==> config.mk <==
export PLATFORM = sky130hd
export DESIGN_NAME = ws2812_frame_tx
export DESIGN_NICKNAME = d
export VERILOG_FILES = /design/src/rtl/ws2812_frame_tx.sv
export SDC_FILE = /design/constraint.sdc
export NUM_CORES = 1
export LEC_CHECK = 0
export BUFFER_PORTS_ARGS = -buffer_cell sky130_fd_sc_hd__buf_2
export CAP_MARGIN = 20
export CORE_ASPECT_RATIO = 1.2
export CORE_UTILIZATION = 50
export DETAILED_ROUTE_END_ITERATION = 12
export PLACE_DENSITY = 0.71
export SYNTH_ARGS = -nofsm -noshare
export SYNTH_HDL_FRONTEND = slang
export SYNTH_SLANG_ARGS = --single-unit
==> constraint.sdc <==
create_clock -name clk -period 2.6 [get_ports clk]
set_clock_uncertainty 0.1 [all_clocks]
set_input_delay 0.13 -clock clk [delete_from_list [all_inputs] [get_ports clk]]
set_output_delay 0.13 -clock clk [all_outputs]
set_load 0.02 [all_outputs]
==> src/rtl/ws2812_frame_tx.sv <==
// WS2812-class single-wire NRZ transmitter: streams NUM_PIXELS pixel words per frame,
// MSB first, with a one-entry hold buffer for gapless pixels and underrun abort.
//
// state    | meaning
// ---------+----------------------------------------------------------
// ST_IDLE  | line low, waiting for start
// ST_FETCH | waiting for the first pixel of the frame
// ST_HIGH  | high part of the current bit
// ST_LOW   | low part of the current bit; the next bit or pixel is chosen on its final cycle
// ST_LATCH | line held low for the latch period, then frame_done
module ws2812_frame_tx #(
    parameter int PIXEL_BITS = 24,
    parameter int NUM_PIXELS = 64,
    parameter int T0H_CYC    = 16,
    parameter int T0L_CYC    = 34,
    parameter int T1H_CYC    = 32,
    parameter int T1L_CYC    = 18,
    parameter int LATCH_CYC  = 2000
) (
    input  logic                  clk,
    input  logic                  reset,
    input  logic                  start,
    input  logic                  pix_valid,
    input  logic [PIXEL_BITS-1:0] pix_data,
    output logic                  pix_ready,
    output logic                  dout,
    output logic                  busy,
    output logic                  frame_done,
    output logic                  underrun
);

    localparam int CNT_W   = $clog2(NUM_PIXELS + 1);
    localparam int BIT_W   = (PIXEL_BITS > 1) ? $clog2(PIXEL_BITS) : 1;
    localparam int MAX_0   = (T0H_CYC > T0L_CYC) ? T0H_CYC : T0L_CYC;
    localparam int MAX_1   = (T1H_CYC > T1L_CYC) ? T1H_CYC : T1L_CYC;
    localparam int MAX_01  = (MAX_0 > MAX_1) ? MAX_0 : MAX_1;
    localparam int MAX_CYC = (MAX_01 > LATCH_CYC) ? MAX_01 : LATCH_CYC;
    localparam int TMR_W   = (MAX_CYC > 1) ? $clog2(MAX_CYC) : 1;

    localparam logic [TMR_W-1:0] T0H_LD   = TMR_W'(T0H_CYC - 1);
    localparam logic [TMR_W-1:0] T0L_LD   = TMR_W'(T0L_CYC - 1);
    localparam logic [TMR_W-1:0] T1H_LD   = TMR_W'(T1H_CYC - 1);
    localparam logic [TMR_W-1:0] T1L_LD   = TMR_W'(T1L_CYC - 1);
    localparam logic [TMR_W-1:0] LATCH_LD = TMR_W'(LATCH_CYC - 1);
    localparam logic [CNT_W-1:0] NUM_PIX  = CNT_W'(NUM_PIXELS);
    localparam logic [BIT_W-1:0] LAST_BIT = BIT_W'(PIXEL_BITS - 1);

    typedef enum logic [2:0] {
        ST_IDLE,
        ST_FETCH,
        ST_HIGH,
        ST_LOW,
        ST_LATCH
    } state_t;

    state_t                  state;
    state_t                  state_next;
    logic [PIXEL_BITS-1:0]   shift;
    logic [PIXEL_BITS-1:0]   shift_next;
    logic [PIXEL_BITS-1:0]   hold;
    logic                    hold_full;
    logic [CNT_W-1:0]        req_cnt;
    logic [CNT_W-1:0]        sent_cnt;
    logic [BIT_W-1:0]        bit_cnt;
    logic [TMR_W-1:0]        timer;
    logic                    timer_zero;
    logic                    xfer;
    logic                    load_hold;
    logic                    load_pix;
    logic                    load;
    logic                    shift_bit;
    logic                    underrun_evt;

    assign timer_zero = (timer == '0);
    assign xfer       = pix_valid & pix_ready;
    assign load       = load_hold | load_pix;

    always_ff @(posedge clk) begin
        if (reset) begin
            state <= ST_IDLE;
        end else begin
            state <= state_next;
        end
    end

    always_comb begin
        state_next   = state;
        load_hold    = 1'b0;
        load_pix     = 1'b0;
        shift_bit    = 1'b0;
        underrun_evt = 1'b0;
        case (state)
            ST_IDLE: begin
                if (start) state_next = ST_FETCH;
            end
            ST_FETCH: begin
                if (hold_full) begin
                    load_hold  = 1'b1;
                    state_next = ST_HIGH;
                end else if (xfer) begin
                    load_pix   = 1'b1;
                    state_next = ST_HIGH;
                end
            end
            ST_HIGH: begin
                if (timer_zero) state_next = ST_LOW;
            end
            ST_LOW: begin
                if (timer_zero) begin
                    if (bit_cnt != LAST_BIT) begin
                        shift_bit  = 1'b1;
                        state_next = ST_HIGH;
                    end else if (sent_cnt == NUM_PIX) begin
                        state_next = ST_LATCH;
                    end else if (hold_full) begin
                        load_hold  = 1'b1;
                        state_next = ST_HIGH;
                    end else if (xfer) begin
                        load_pix   = 1'b1;
                        state_next = ST_HIGH;
                    end else begin
                        underrun_evt = 1'b1;
                        state_next   = ST_LATCH;
                    end
                end
            end
            ST_LATCH: begin
                if (timer_zero) state_next = ST_IDLE;
            end
            default: state_next = ST_IDLE;
        endcase
    end

    always_comb begin
        busy      = (state != ST_IDLE);
        pix_ready = busy && (state != ST_LATCH) && !hold_full && (req_cnt < NUM_PIX);
        underrun  = underrun_evt;
    end

    always_comb begin
        shift_next = shift << 1;
        if (load_hold) begin
            shift_next = hold;
        end else if (load_pix) begin
            shift_next = pix_data;
        end
    end

    // The timer is loaded with (duration - 1) on entry to a phase and the phase ends at zero.
    always_ff @(posedge clk) begin
        if (reset) begin
            shift      <= '0;
            hold       <= '0;
            hold_full  <= 1'b0;
            req_cnt    <= '0;
            sent_cnt   <= '0;
            bit_cnt    <= '0;
            timer      <= '0;
            dout       <= 1'b0;
            frame_done <= 1'b0;
        end else begin
            if (state == ST_IDLE && start) begin
                req_cnt   <= '0;
                sent_cnt  <= '0;
                bit_cnt   <= '0;
                hold_full <= 1'b0;
            end else begin
                if (xfer) req_cnt <= req_cnt + CNT_W'(1);
                if (load) begin
                    shift    <= shift_next;
                    bit_cnt  <= '0;
                    sent_cnt <= sent_cnt + CNT_W'(1);
                end else if (shift_bit) begin
                    shift   <= shift_next;
                    bit_cnt <= bit_cnt + BIT_W'(1);
                end
                if (xfer && !load_pix) begin
                    hold      <= pix_data;
                    hold_full <= 1'b1;
                end else if (load_hold) begin
                    hold_full <= 1'b0;
                end
            end

            if (state_next == ST_HIGH && state != ST_HIGH) begin
                timer <= shift_next[PIXEL_BITS-1] ? T1H_LD : T0H_LD;
            end else if (state_next == ST_LOW && state == ST_HIGH) begin
                timer <= shift[PIXEL_BITS-1] ? T1L_LD : T0L_LD;
            end else if (state_next == ST_LATCH && state != ST_LATCH) begin
                timer <= LATCH_LD;
            end else if (!timer_zero) begin
                timer <= timer - TMR_W'(1);
            end

            dout       <= (state_next == ST_HIGH);
            frame_done <= (state == ST_LATCH) && (state_next == ST_IDLE);
        end
    end

endmodule

# Word-level counts from Yosys, hierarchy flattened
# Index checks and enable logic that the tools add are counted.
[word_totals] reg_bits=84 output_inout_bits=5 word_cells=94
[classes] magnitude_cmp=1 n_bitwise=3 muxes=43 add_sub_neg=4 n_eq_ne=12 reduce_logical=21
[op_table] cell="24-bit 2-to-1 mux" n=4
[op_table] cell="11-bit 2-to-1 mux" n=4
[op_table] cell="3-bit 2-to-1 mux" n=10
[op_table] cell="1-bit 2-to-1 mux" n=20
[op_table] cell="3-bit case mux with 5 select lines" n=1
[op_table] cell="7-bit by 1-bit adder with 7-bit output (second input constant)" n=2
[op_table] cell="3-bit by 2-bit equality test with 1-bit output (second input constant)" n=4
[op_table] cell="11-bit logical NOT" n=1
[op_table] cell="11-bit by 1-bit subtractor with 11-bit output (second input constant)" n=1
[op_table] cell="1-bit logical AND" n=9
[op_table] cell="7-bit equality test (second input constant)" n=1
[op_table] cell="7-bit < comparator (second input constant)" n=1
[op_table] cell="3-bit equality test (second input constant)" n=2
[op_table] cell="3-bit logical NOT" n=2
[op_table] cell="6-bit 2-to-1 mux" n=1
[op_table] cell="5-bit by 1-bit adder with 5-bit output (second input constant)" n=1
[op_table] cell="5-bit 2-to-1 mux" n=1
[op_table] cell="5-bit != test (second input constant)" n=1
[op_table] cell="4-bit by 1-bit != test with 1-bit output (second input constant)" n=1
[op_table] cell="1-bit case mux with 2 select lines" n=2
[op_table] cell="2-bit AND reduction" n=2
[op_table] cell="2-bit nonzero test" n=2
[op_table] cell="3-bit by 1-bit equality test with 1-bit output (second input constant)" n=1
[op_table] cell="3-bit by 2-bit != test with 1-bit output (second input constant)" n=1
[op_table] cell="8 further kinds" n=9

# Depth between registers and ports, before layout
# Gate-level depths: netlist of the first run.
[logic_depth] word_depth=16 ltp_mapped=10

# Least setup slack after synthesis of the first run
# OpenSTA, ideal clock, no wires.
[synth_timing] kind="reg-to-reg" startpoint="reg timer[0]" endpoint="reg shift[10]" t_required_ps=2440 path_buffers=2 path_stages_with_launch=10 arrival_ps=2330 slack_ps=110 cell_sequence="dfxtp_1 -> inv_1 -> ha_1 -> or4b_1 -> buf_2 -> or4_4 -> nor4b_4 -> or2_4 -> buf_6 -> a32o_2"
[synth_via] elab_chain_len=7
[synth_rtl] element="start, declared" line="65" rtl="logic [TMR_W-1:0] timer;"
[synth_rtl] element="start signal, assigned" line="186" rtl="timer <= shift_next[PIXEL_BITS-1] ? T1H_LD : T0H_LD;"
[synth_rtl] element="start signal, assigned" line="188" rtl="timer <= shift[PIXEL_BITS-1] ? T1L_LD : T0L_LD;"
[synth_rtl] element="start signal, assigned" line="192" rtl="timer <= timer - TMR_W'(1);"
[synth_rtl] element="11-bit logical NOT (*)" line="74" rtl="assign timer_zero = (timer == '0);"
[synth_rtl] element="1-bit 2-to-1 mux" line="109" rtl="if (timer_zero) begin"
[synth_rtl] element="1-bit case mux with 2 select lines" line="92" rtl="case (state)"
[synth_rtl] element="24-bit 2-to-1 mux" line="144" rtl="end else if (load_pix) begin"
[synth_rtl] element="24-bit 2-to-1 mux" line="142" rtl="if (load_hold) begin"
[synth_rtl] element="24-bit 2-to-1 mux" line="173" rtl="end else if (shift_bit) begin"
[synth_rtl] element="24-bit 2-to-1 mux" line="169" rtl="if (load) begin"
[synth_rtl] element="end signal, assigned" line="170" rtl="shift <= shift_next;"
[synth_rtl] element="end signal, assigned" line="174" rtl="shift <= shift_next;"
[synth_rtl] element="end, declared" line="58" rtl="logic [PIXEL_BITS-1:0] shift;"
# Every way passes the cells marked *; elsewhere a longest branch is shown, timed or not. The select of a mux whose other input is x is not followed.
# A chain may end at the register's enable or synchronous reset.

# Worst setup path after layout of the first run
[layout_timing] startpoint="reg timer[5]" endpoint="reg shift[16]"
# The elaborated chain is that of the path after synthesis.

==> results of run 1 <==
-- flip-flops by register name, indices dropped and copies added (netlist names) --
signal,flops
hold,24
shift,24
timer,11
req_cnt,7
sent_cnt,7
bit_cnt,5
state,3
dout,1
frame_done,1
hold_full,1
-- worst register-to-register path, stage by stage (launching register included) --
cell	delay (ns)
dfxtp_1	0.35
or4_1	0.65
or4_4	0.59
nor4b_4	0.36
or2_4	0.26
a32o_2	0.18
-- stage by stage --
step                      area, sq um  worst slack [ns]
after floorplan                  4060             0.110
after global placement           4430            0.0318
after detailed placement         4430           -0.0319
after CTS                        4870           0.00778
after global routing             4890           0.00527
final                            4890            0.0499
-- how the worst max path moves through the flow --
stage	end	cells after the start
2_1_floorplan	shift[10]	9
3_3_place_gp	shift[3]	7
3_5_place_dp	shift[16]	7
4_1_cts	shift[16]	7
5_1_grt	shift[17]	5
6_report	shift[16]	5
-- what timing repair did --
item                                    in CTS  in global routing
endpoints found under the setup margin      22                 22
hold buffers                                24                  0
resized for setup                            2                  1
setup buffers                                0                  0
gates cloned                                 1                  2
pin swaps                                    1                  4
hold endpoints to repair                    24                  0
-- layer usage --
metal / track usage [%] / up-vias
li1: - / 1890
met1: 28.7 / 1796
met2: 42.5 / 56
met3: 3.19 / 10
met4: 10.7 / 0
met5: 0 / -
-- final cells by class --
cell class,instances,area (sq um)
clock buffers,10,138
clock inverters,6,48.8
fillers,687,2910
inverters,12,45.0
multi-input cells,344,2200
flip-flops and latches,84,1680
well taps,92,115
repair buffers,85,656
-- cell usage in the layout, fill, tap and decap left out, types with 3 or more instances in the layout --
cell,netlist,routed
a211oi_1,4,3
a21o_1,25,24
a21oi_1,46,46
a32o_2,20,20
and3_1,6,6
buf_12,0,3
buf_2,11,32
buf_4,0,26
clkbuf_8,0,10
clkinvlp_4,0,3
dfxtp_1,84,84
dlygate4sd3_1,0,24
ha_1,5,5
inv_1,12,12
nand2_1,65,65
nand3_1,10,10
nand4_1,7,7
nor2_1,16,16
nor3_1,8,8
nor4_1,4,4
o21ai_0,23,23
o21ai_1,8,8
o22ai_1,24,24
o31ai_1,8,8
or2_2,1,3
or4_1,7,7
xnor2_1,5,5
xor2_1,9,9
-- power by group --
| part | switching [W] | internal [W] | total (W) |
|---|---|---|---|
| Sequential | 0.0000764 | 0.00138 | 0.00146 |
| Clock | 0.000506 | 0.000379 | 0.000885 |
| Combinational | 0.000564 | 0.000477 | 0.00104 |
| Total | 0.00115 | 0.00224 | 0.00338 |
-- cell families after synthesis --
group / count (synthesis)
AO/OA/AOI/OAI: 177
XOR/XNOR: 14
adder cells (fa/ha/maj): 5
buffers and inverters: 52
flip-flops: 84
multiplexers: 3
AND/OR/NAND/NOR: 142
==> metrics.md, run 1 <==
| Metric | Value |
|---|---|
| M1 wire length | `~4400 microns` |
| Die Span X | `roughly 84 microns` |
| Mapped Cells | `approximately 480` |
| Diodes inserted | `0` |
| Worst-path cell chain | `or4_1 > or4_4 > nor4b_4 > or2_4 > a32o_2` |
| Slew headroom | `between 50 and 60%` |
| Final GP Congestion | `around 0.82` |
| CP top delay family | `simple AND/OR/NAND/NOR gates` |
| Hold path start | `reset` |
| Reg-to-reg slack, setup | `approximately 0.05 ns` |
| Sink Count | `between 80 and 90` |
| Hold path depth | `4` |
| Hold Crit Class | `in -> reg` |
| Sequential area share after synthesis | `41.4%` |
| Synth Warn # | `0` |
| Worst Max-Slew Pin Slew | `slightly above 0.6 ns` |
| Core area | `between 7000 and 8000 sq um` |
| First-pass GRT wire length | `between 15000 and 20000 microns` |
| Final Util | `between 60% and 70%` |
| Die area | `roughly 8500 sq um` |
| Leak | `approximately 2.1 nW` |
| # nets final | `between 500 and 600` |
| Final setup TNS | `0 ns` |
| Mapped Area | `slightly above 4000 sq um` |
| Synth Area in Adders | `about 1.5%` |
| Post-Synth Simple-Gate Area | `18.0%` |
| Failing checks | `design-rule violations` |
| Clock tree root driver cell | `clkbuf_8` |
| Pin count of the biggest net entering global routing | `49` |
| Slew Limit Fails | `0` |
| Inst Count DP | `590` |
| Status | `finished, violations left` |
| Final hold violation count | `0` |
| Flops & latches, synth | `84` |
| Critical Path Start | `timer[5]` |
| Avg Cell Area, Syn | `approximately 8.5 sq um` |
| Slowest CP cell | `or4_1` |
| Hold Path Sink | `timer[4]` |
| Count leader, synth | `dfxtp_1` |
| Share of cells above drive strength 1 | `between 20% and 30%` |
| Drt drc | `2` |
| Mux share of post-synthesis cell area | `less than 1%` |
| Maximum VDD drop | `a little over 0.3 mV` |
| Count of different cell masters after synthesis | `56` |
| Critical Path RT | `approximately 2.8 ns` |
| Top sig layer | `met4` |
| Grt ovf | `0` |
| Tmin final | `between 2 and 3 ns` |
| Ys flop type | `dfxtp_1` |
| DR pass1 iterations | `8` |
| Critical Path End Type | `register` |
| Worst Reg-to-Reg Cells | `5` |
| Clock buffer depth | `2` |
| Max cap viols | `0` |
| DP HPWL | `just over 6000 microns` |
| Crit path arrival time | `2.76 ns` |
| Post-route ant nets | `0` |
| Synth top area cells | `dfxtp_1 41%, nand2_1 6.0%, a21oi_1 5.7%, a32o_2 5.5%, a21o_1 4.6%` |
| Max incr delay on CP | `~0.65 ns` |
| Total power | `0.00338 W` |
| Pwr dens | `approximately 700 nW/um^2` |
| Post-Syn Nets | `a little over 500` |
| Iter 0 DRT Violations | `138` |
| Final critical-path share of the clock period | `98.1%` |
| Routed WL | `about 9500 microns` |
| Compound-gate portion of the synthesized area | `29.8%` |
| Commonest cells post-synth | `84 x dfxtp_1, 65 x nand2_1, 46 x a21oi_1, 26 x clkbuf_1, 25 x a21o_1` |
| Setup crit start kind | `register` |
| Async set or reset register ratio after synthesis | `0%` |
| Clock transition at path regs | `about 0.09 ns` |
| FP Rows | `35` |
| Gr usage total | `a little under a quarter` |
| Buf/Inv on CP | `0` |
| XOR/XNOR share of the synthesized area | `approximately 3%` |
| # IOs | `33` |
| Die height | `101 microns` |
| Critical path type | `reg -> reg` |
| Routed wire per std cell | `between 15 and 20 microns` |
| Crit path max fanout | `6` |
| Num CTS Buffers | `9` |
| Peak Freq | `between 0.3 and 0.4 GHz` |
| Unrepaired setup endpoints after global routing | `no` |
| Port-buffer cells | `32` |
| CTS tree | `done` |
| Met3 WL | `between 200 and 250 microns` |
| Number of enable flip-flop cells after synthesis | `0` |
| Initial antenna violation count | `0` |
| Worst r2r dst | `shift[16]` |
| Worst-skew pair later-pin latency | `0.36 ns` |
| Largest area contributor in the synthesized netlist | `dfxtp_1` |
| Setup violators final | `0` |
| Largest family of logic cells by synthesized area | `compound AO/OA/AOI/OAI gates` |
| Via count | `roughly 3800` |
| Initial core utilization | `52.1%` |
| Layout area overhead | `20.2%` |
| Via count of the first global-routing pass | `approximately 3500` |
| H-Tree Level Count | `3` |
| Fin cells | `~630` |
| DR vias/cell | `between 5 and 6` |
| Fin Hold WS | `roughly 0.094 ns` |
| FF-to-FF Start | `timer[5]` |
| Share of the synthesized area in the top cell type | `~41%` |
| Wire length on met2 | `around 4800 microns` |
(Power assumes the default switching activity.)
==> run 2: changes to the inputs <==
- PLACE_DENSITY: 0.71 -> 0.72
==> run 2 against run 1 <==
The flow still finishes with violations (design-rule violations). Via count is 0.45% higher. Clock power up 6.3%. Die area stayed put. Combinational power about the same. Final cell count is 0.79% higher. Critical path depth up 2. Global-route usage is 0.62 points lower. Flip-flop and latch count is the same. First-iteration DRC count increased by 49%. Final area up 1.3%.
==> metrics.md, run 2 (synthesis results as in run 1) <==
| Metric | Value |
|---|---|
| Clock buffer depth | `2 (unchanged)` |
| Iter 0 DRT Violations | `205 (+49%)` |
| Initial antenna violation count | `0 (unchanged)` |
| # IOs | `33 (unchanged)` |
| Diodes inserted | `0 (unchanged)` |
| Core area | `7790 sq um (unchanged)` |
| Placement Setup Slack | `-0.0526 ns (-0.0207 ns)` |
| Die height | `101 microns (unchanged)` |
| Hold Crit Class | `in -> reg` |
| DR vias/cell | `5.91 (-0.33%)` |
| H-Tree Level Count | `3 (unchanged)` |
| Crit path max fanout | `6 (unchanged)` |
| Via count | `3769 (+0.45%)` |
| Share of cells above drive strength 1 | `22.7% (+1.5 points)` |
| Drt drc | `2 (unchanged)` |
| Initial core utilization | `52.1% (unchanged)` |
| Critical path type | `reg -> reg` |
| DP HPWL | `6460 microns (+6.3%)` |
| Critical Path End Type | `register` |
| # nets final | `574 (+0.88%)` |
| Fin cells | `638 (+0.79%)` |
| Setup violators final | `0 (unchanged)` |
| Logic pwr share | `30.8% (about the same)` |
| Leading registers by flop count | `hold x24, shift x24, timer x11` |
| Num CTS Buffers | `9 (unchanged)` |
| Pwr dens | `702 nW/um^2 (+1.5%)` |
| DR pass1 iterations | `8 (unchanged)` |
| Tmin final | `2.51 ns (-0.0357 ns)` |
| Int Power | `0.00233 W (+4.4%)` |
| Slew Limit Fails | `0 (unchanged)` |
| Routed wire per std cell | `15.2 microns (+0.78%)` |
| Fillers | `680 (-1.0%)` |
| Slew headroom | `56.3% (-2.9 points)` |
| Status | `finished, violations left` |
| Unrepaired setup endpoints after global routing | `no` |
| Sink Count | `84 (unchanged)` |
| CTS tree | `done` |
| Leak | `2.13 nW (+1.7%)` |
| Peak Freq | `0.398 GHz (+1.4%)` |
| Fin Hold WS | `0.0974 ns (+0.00319 ns)` |
| Clock transition at path regs | `0.08 ns (about the same)` |
| Max cap viols | `0 (unchanged)` |
| Multi-input gate area | `2230 sq um (+1.1%)` |
| Worst-skew pair later-pin latency | `0.35 ns (about the same)` |
| Worst Max-Slew Pin Slew | `0.656 ns (+0.0441 ns)` |
| Clock network power share | `27.1% (+0.9 points)` |
| FP Rows | `35 (unchanged)` |
| Routed WL | `9690 microns (+1.6%)` |
| Failing checks | `design-rule violations` |
| Pin count of the biggest net entering global routing | `56 (+14%)` |
| Commonest non-fill, non-tap cells in the layout | `83 x dfxtp_1, 64 x nand2_1, 45 x a21oi_1` |
| Inst Count DP | `593 (+0.51%)` |
| Die area | `8490 sq um (unchanged)` |
| Commonest non-fill, non-tap cell in the layout | `dfxtp_1` |
| First-pass GRT wire length | `15900 microns (-2.0%)` |
| Sw frac | `32.8% (-1.0 points)` |
| Gr usage total | `23.2% (-0.62 points)` |
| Flop pwr share | `42.1% (-1.0 points)` |
| Via count of the first global-routing pass | `3594 (+2.7%)` |
| Port-buffer cells | `32 (unchanged)` |
| Maximum VDD drop | `0.388 mV (+26%)` |
| Die Span X | `84.3 microns (unchanged)` |
| Seq. cell area | `1680 sq um (about the same)` |
| NetSw | `0.00114 W (-0.41%)` |
| Final GP Congestion | `0.835 (+1.2%)` |
| Final Worst Setup Slack | `0.0856 ns (+0.0357 ns)` |
| Final hold violation count | `0 (unchanged)` |
| Final critical-path share of the clock period | `96.7% (-1.4 points)` |
| Critical Path RT | `2.80 ns (about the same)` |
| Crit path arrival time | `2.71 ns (-0.05 ns)` |
| Clock tree root driver cell | `clkbuf_8` |
| Grt ovf | `0 (unchanged)` |
| Layout area overhead | `21.7%` |
| Setup crit start kind | `register` |
| Post-route ant nets | `0 (unchanged)` |
run 2: changes by cell type in the layout (fill, tap and decap cells not counted), moves of 2 or more:
cell,delta
clkinv_4,-2
inv_6,+2
clkinvlp_4,-2
buf_4,+6
clkinv_2,+2
run 2: power by group through the flow:
stage	clock network [W]	logic (W)	registers, W
after global routing	0.00101	0.00120	0.00147
after CTS	0.000959	0.00104	0.00146
after detailed placement	0	0.000993	0.00149
final	0.000941	0.00107	0.00146
after floorplan	0	0.000692	0.00147
after global placement	0	0.000969	0.00148
run 2: stage by stage:
stage,util (%),setup TNS (ns),total power (W),cell area (sq um)
CTS,62.7,0,0.00346,4890
floorplan,-,0,0.00216,4060
finish,63.5,0,0.00348,4950
detailed placement,56.9,-0.827,0.00248,4440
global route,63.5,0,0.00368,4950
global placement,56.9,0,0.00245,4440
run 2: final cells by class:
cell class,count,area share (%)
Sequential cell,84,34.0
Multi-Input combinational cell,344,45.0
Clock buffer,9,2.50
Tap cell,92,2.33
Timing Repair Buffer,90,13.8
Inverter,12,0.910
Clock inverter,7,1.49
run 2: what timing repair did:
| item | 4_1_cts | 5_1_grt |
|---|---|---|
| hold buffers | 24 | 0 |
| pin swaps | 1 | 4 |
| endpoints found under the setup margin | 22 | 28 |
| gates cloned | 1 | 2 |
| gates resized for setup | 2 | 7 |
| buffers inserted | 0 | 2 |
| hold endpoints to repair | 24 | 0 |
run 2: final timing paths:
path                            depth (start not counted)       from   endpoint  slack, ns
worst max-delay path                                    7   timer[1]  shift[15]       0.09
worst min-delay path                                    2      reset    hold[4]        0.1
worst max register to register                          7   timer[1]  shift[15]       0.09
worst min register to register                          1  shift[16]  shift[16]       0.38
run 2: layer usage:
layer	GRT usage, %	wire [microns]	up-vias	part of all wire [%]
met1	28.2	4360	1779	45
met2	39.7	4750	74	49
met5	0	0	-	0
met3	3.44	289	24	3.0
met4	12.7	288	0	3.0
li1	-	-	1892	-
run 2: critical path, stage by stage (launching register included):
cell     delay [ns]
dfxtp_1        0.34
inv_1          0.06
ha_1           0.16
or4b_4         0.52
or4_4          0.46
nor4b_4        0.39
or2_4          0.26
a32o_2         0.17
==> run 3: changes to the inputs <==
- CAP_MARGIN: 20 -> unset
- CORE_UTILIZATION: 50 -> 54
- PLACE_DENSITY: 0.72 -> 0.77
==> run 3 against run 2 <==
The flow now finishes without violations. Register-to-register slack barely moved. Highest routed layer unchanged. First-iteration DRC count shrank 9.3%. Global-route usage increased by 2.8 points. Combinational power about the same. Critical path depth rose by 4. Clock power is 1% higher. Final cell count fell by 1.3%. Sequential share of layout area about the same. Largest power group unchanged.
==> metrics.md, run 3 (synthesis results as in run 1) <==
| Metric | Value |
|---|---|
| Worst Setup EP | `shift[23]` |
| Peak Freq | `0.400 GHz (+0.46%)` |
| Max cap viols | `0 (unchanged)` |
| Share of cells above drive strength 1 | `21.5% (-1.2 points)` |
| Placement Setup Slack | `0.0469 ns (+0.0995 ns)` |
| Sink Count | `84 (unchanged)` |
| Slew Limit Fails | `0 (unchanged)` |
| Drt drc | `0 (-2)` |
| Via count | `3830 (+1.6%)` |
| Layout area overhead | `21.8% (about the same)` |
| Worst Reg-to-Reg Cells | `11 (+4)` |
| Setup violators final | `0 (unchanged)` |
| Slew headroom | `62.3% (+6.1 points)` |
| FP Rows | `34 (-2.9%)` |
| Leading registers by flop count | `hold x24, shift x24, timer x11` |
| Die area | `7880 sq um (-7.3%)` |
| Final GP Congestion | `0.834 (-0.14%)` |
| Clock tree root driver cell | `clkbuf_8` |
| Die Span X | `81.2 microns (-3.7%)` |
| CTS tree | `done` |
| Num CTS Buffers | `9 (unchanged)` |
| Critical path type | `reg -> reg` |
| Iter 0 DRT Violations | `186 (-9.3%)` |
| Worst-skew pair later-pin latency | `0.35 ns (about the same)` |
| Commonest non-fill, non-tap cell in the layout | `dfxtp_1` |
| Crit path max fanout | `10 (+4)` |
| Core area | `7270 sq um (-6.7%)` |
| Leak | `2.10 nW (-1.1%)` |
| FF-to-FF Start | `timer[0]` |
| Pwr dens | `702 nW/um^2 (about the same)` |
| Setup crit start kind | `register` |
| Crit path arrival time | `2.65 ns (-0.06 ns)` |
| Initial core utilization | `55.9% (+3.7 points)` |
| Clock transition at path regs | `0.09 ns (about the same)` |
| Via count of the first global-routing pass | `3567 (-0.75%)` |
| Post-route ant nets | `0 (unchanged)` |
| Critical Path RT | `2.74 ns (-0.06 ns)` |
| Critical Path End Type | `register` |
| Commonest non-fill, non-tap cells in the layout | `84 x dfxtp_1, 65 x nand2_1, 45 x a21oi_1` |
| Tmin final | `2.50 ns (-0.0116 ns)` |
| Critical Path Start | `timer[0]` |
| Total power | `0.00348 W (about the same)` |
| DR vias/cell | `6.08 (+2.9%)` |
| Reg-to-reg slack, setup | `0.1 ns (about the same)` |
| # IOs | `33 (unchanged)` |
| Port-buffer cells | `32 (unchanged)` |
| Hold Crit Class | `in -> reg` |
| First-pass GRT wire length | `16100 microns (+1.8%)` |
| Grt ovf | `0 (unchanged)` |
| Worst Max-Slew Pin Slew | `0.560 ns (-0.0964 ns)` |
| Worst r2r dst | `shift[23]` |
| Fin Hold WS | `0.0945 ns (-0.00289 ns)` |
| Diodes inserted | `0 (unchanged)` |
| Gr usage total | `26.0% (+2.8 points)` |
| Routed WL | `10100 microns (+4.0%)` |
| Final Worst Setup Slack | `0.0972 ns (+0.0116 ns)` |
| DP HPWL | `6110 microns (-5.4%)` |
| Maximum VDD drop | `0.493 mV (+27%)` |
| DP Area | `4400 sq um (-0.90%)` |
| Status | `finished, final reports clean` |
| Final design instance area without fill | `4950 sq um (about the same)` |
| Die height | `97.0 microns (-3.7%)` |
| H-Tree Level Count | `3 (unchanged)` |
| Final hold violation count | `0 (unchanged)` |
| Clock buffer depth | `2 (unchanged)` |
| # nets final | `568 (-1.0%)` |
| DR pass1 iterations | `5 (-3)` |
| Routed wire per std cell | `16.0 microns (+5.3%)` |
| Pin count of the biggest net entering global routing | `57 (+1.8%)` |
| Final critical-path share of the clock period | `96.3% (-0.45 points)` |
| Initial antenna violation count | `0 (unchanged)` |
[run 3: final cells by class]
class,instances,area (sq um)
fillers,573,2330
multi-input cells,343,2240
flip-flops and latches,84,1680
repair buffers,85,668
clock buffers,10,138
well taps,90,113
clock inverters,6,63.8
inverters,12,45.0
[run 3: timing repair]
action / CTS / global route
hold buffers: 24 / 0
endpoints found under the hold margin: 24 / 0
endpoints found under the setup margin: 1 / 48
pin swaps: 0 / 5
buffers inserted: 0 / 1
gates resized for setup: 1 / 11
cloned: 0 / 3
[run 3: worst min-delay path by stage]
stage,slack (ns),endpoint,start,cells after the start
after floorplan,0.17,hold[0],pix_data[0],2
after global placement,0.28,hold[15],pix_data[15],3
after detailed placement,0.29,hold[4],pix_data[4],3
after CTS,0.08,timer[4],reset,4
after global routing,0.12,timer[4],reset,4
final,0.09,timer[4],reset,4
[run 3: where the power goes]
| part | switching (W) | internal [W] | leakage, nW |
|---|---|---|---|
| registers | 0.0000754 | 0.00138 | 0.681 |
| clock network | 0.000482 | 0.000468 | 0.0983 |
| logic | 0.000588 | 0.000481 | 1.32 |
[run 3: stage by stage]
stage / TNS [ns] / utilization, % / instances
final: 0 / 68.0 / 630
after CTS: 0 / 66.6 / 626
after detailed placement: 0 / 60.5 / 586
after floorplan: 0 / - / 477
after global routing: -0.479 / 68.0 / 630
after global placement: 0 / 60.5 / 586
[run 3: layer usage]
metal  GRT usage [%]  vias up  share of wire (%)
li1                -     1879                  -
met1            32.1     1809                 44
met2            42.5      114                 50
met3            5.28       28                4.2
met4            12.4        0                2.7
met5               0        -                  0
[run 3: worst max-delay path: stages (launching register included)]
cell	delay (ns)
dfxtp_1	0.31
inv_1	0.06
ha_1	0.18
or4b_1	0.46
buf_4	0.19
nor4_4	0.15
buf_4	0.20
buf_6	0.15
nand2_1	0.18
o211ai_1	0.15
buf_4	0.18
o22ai_1	0.08
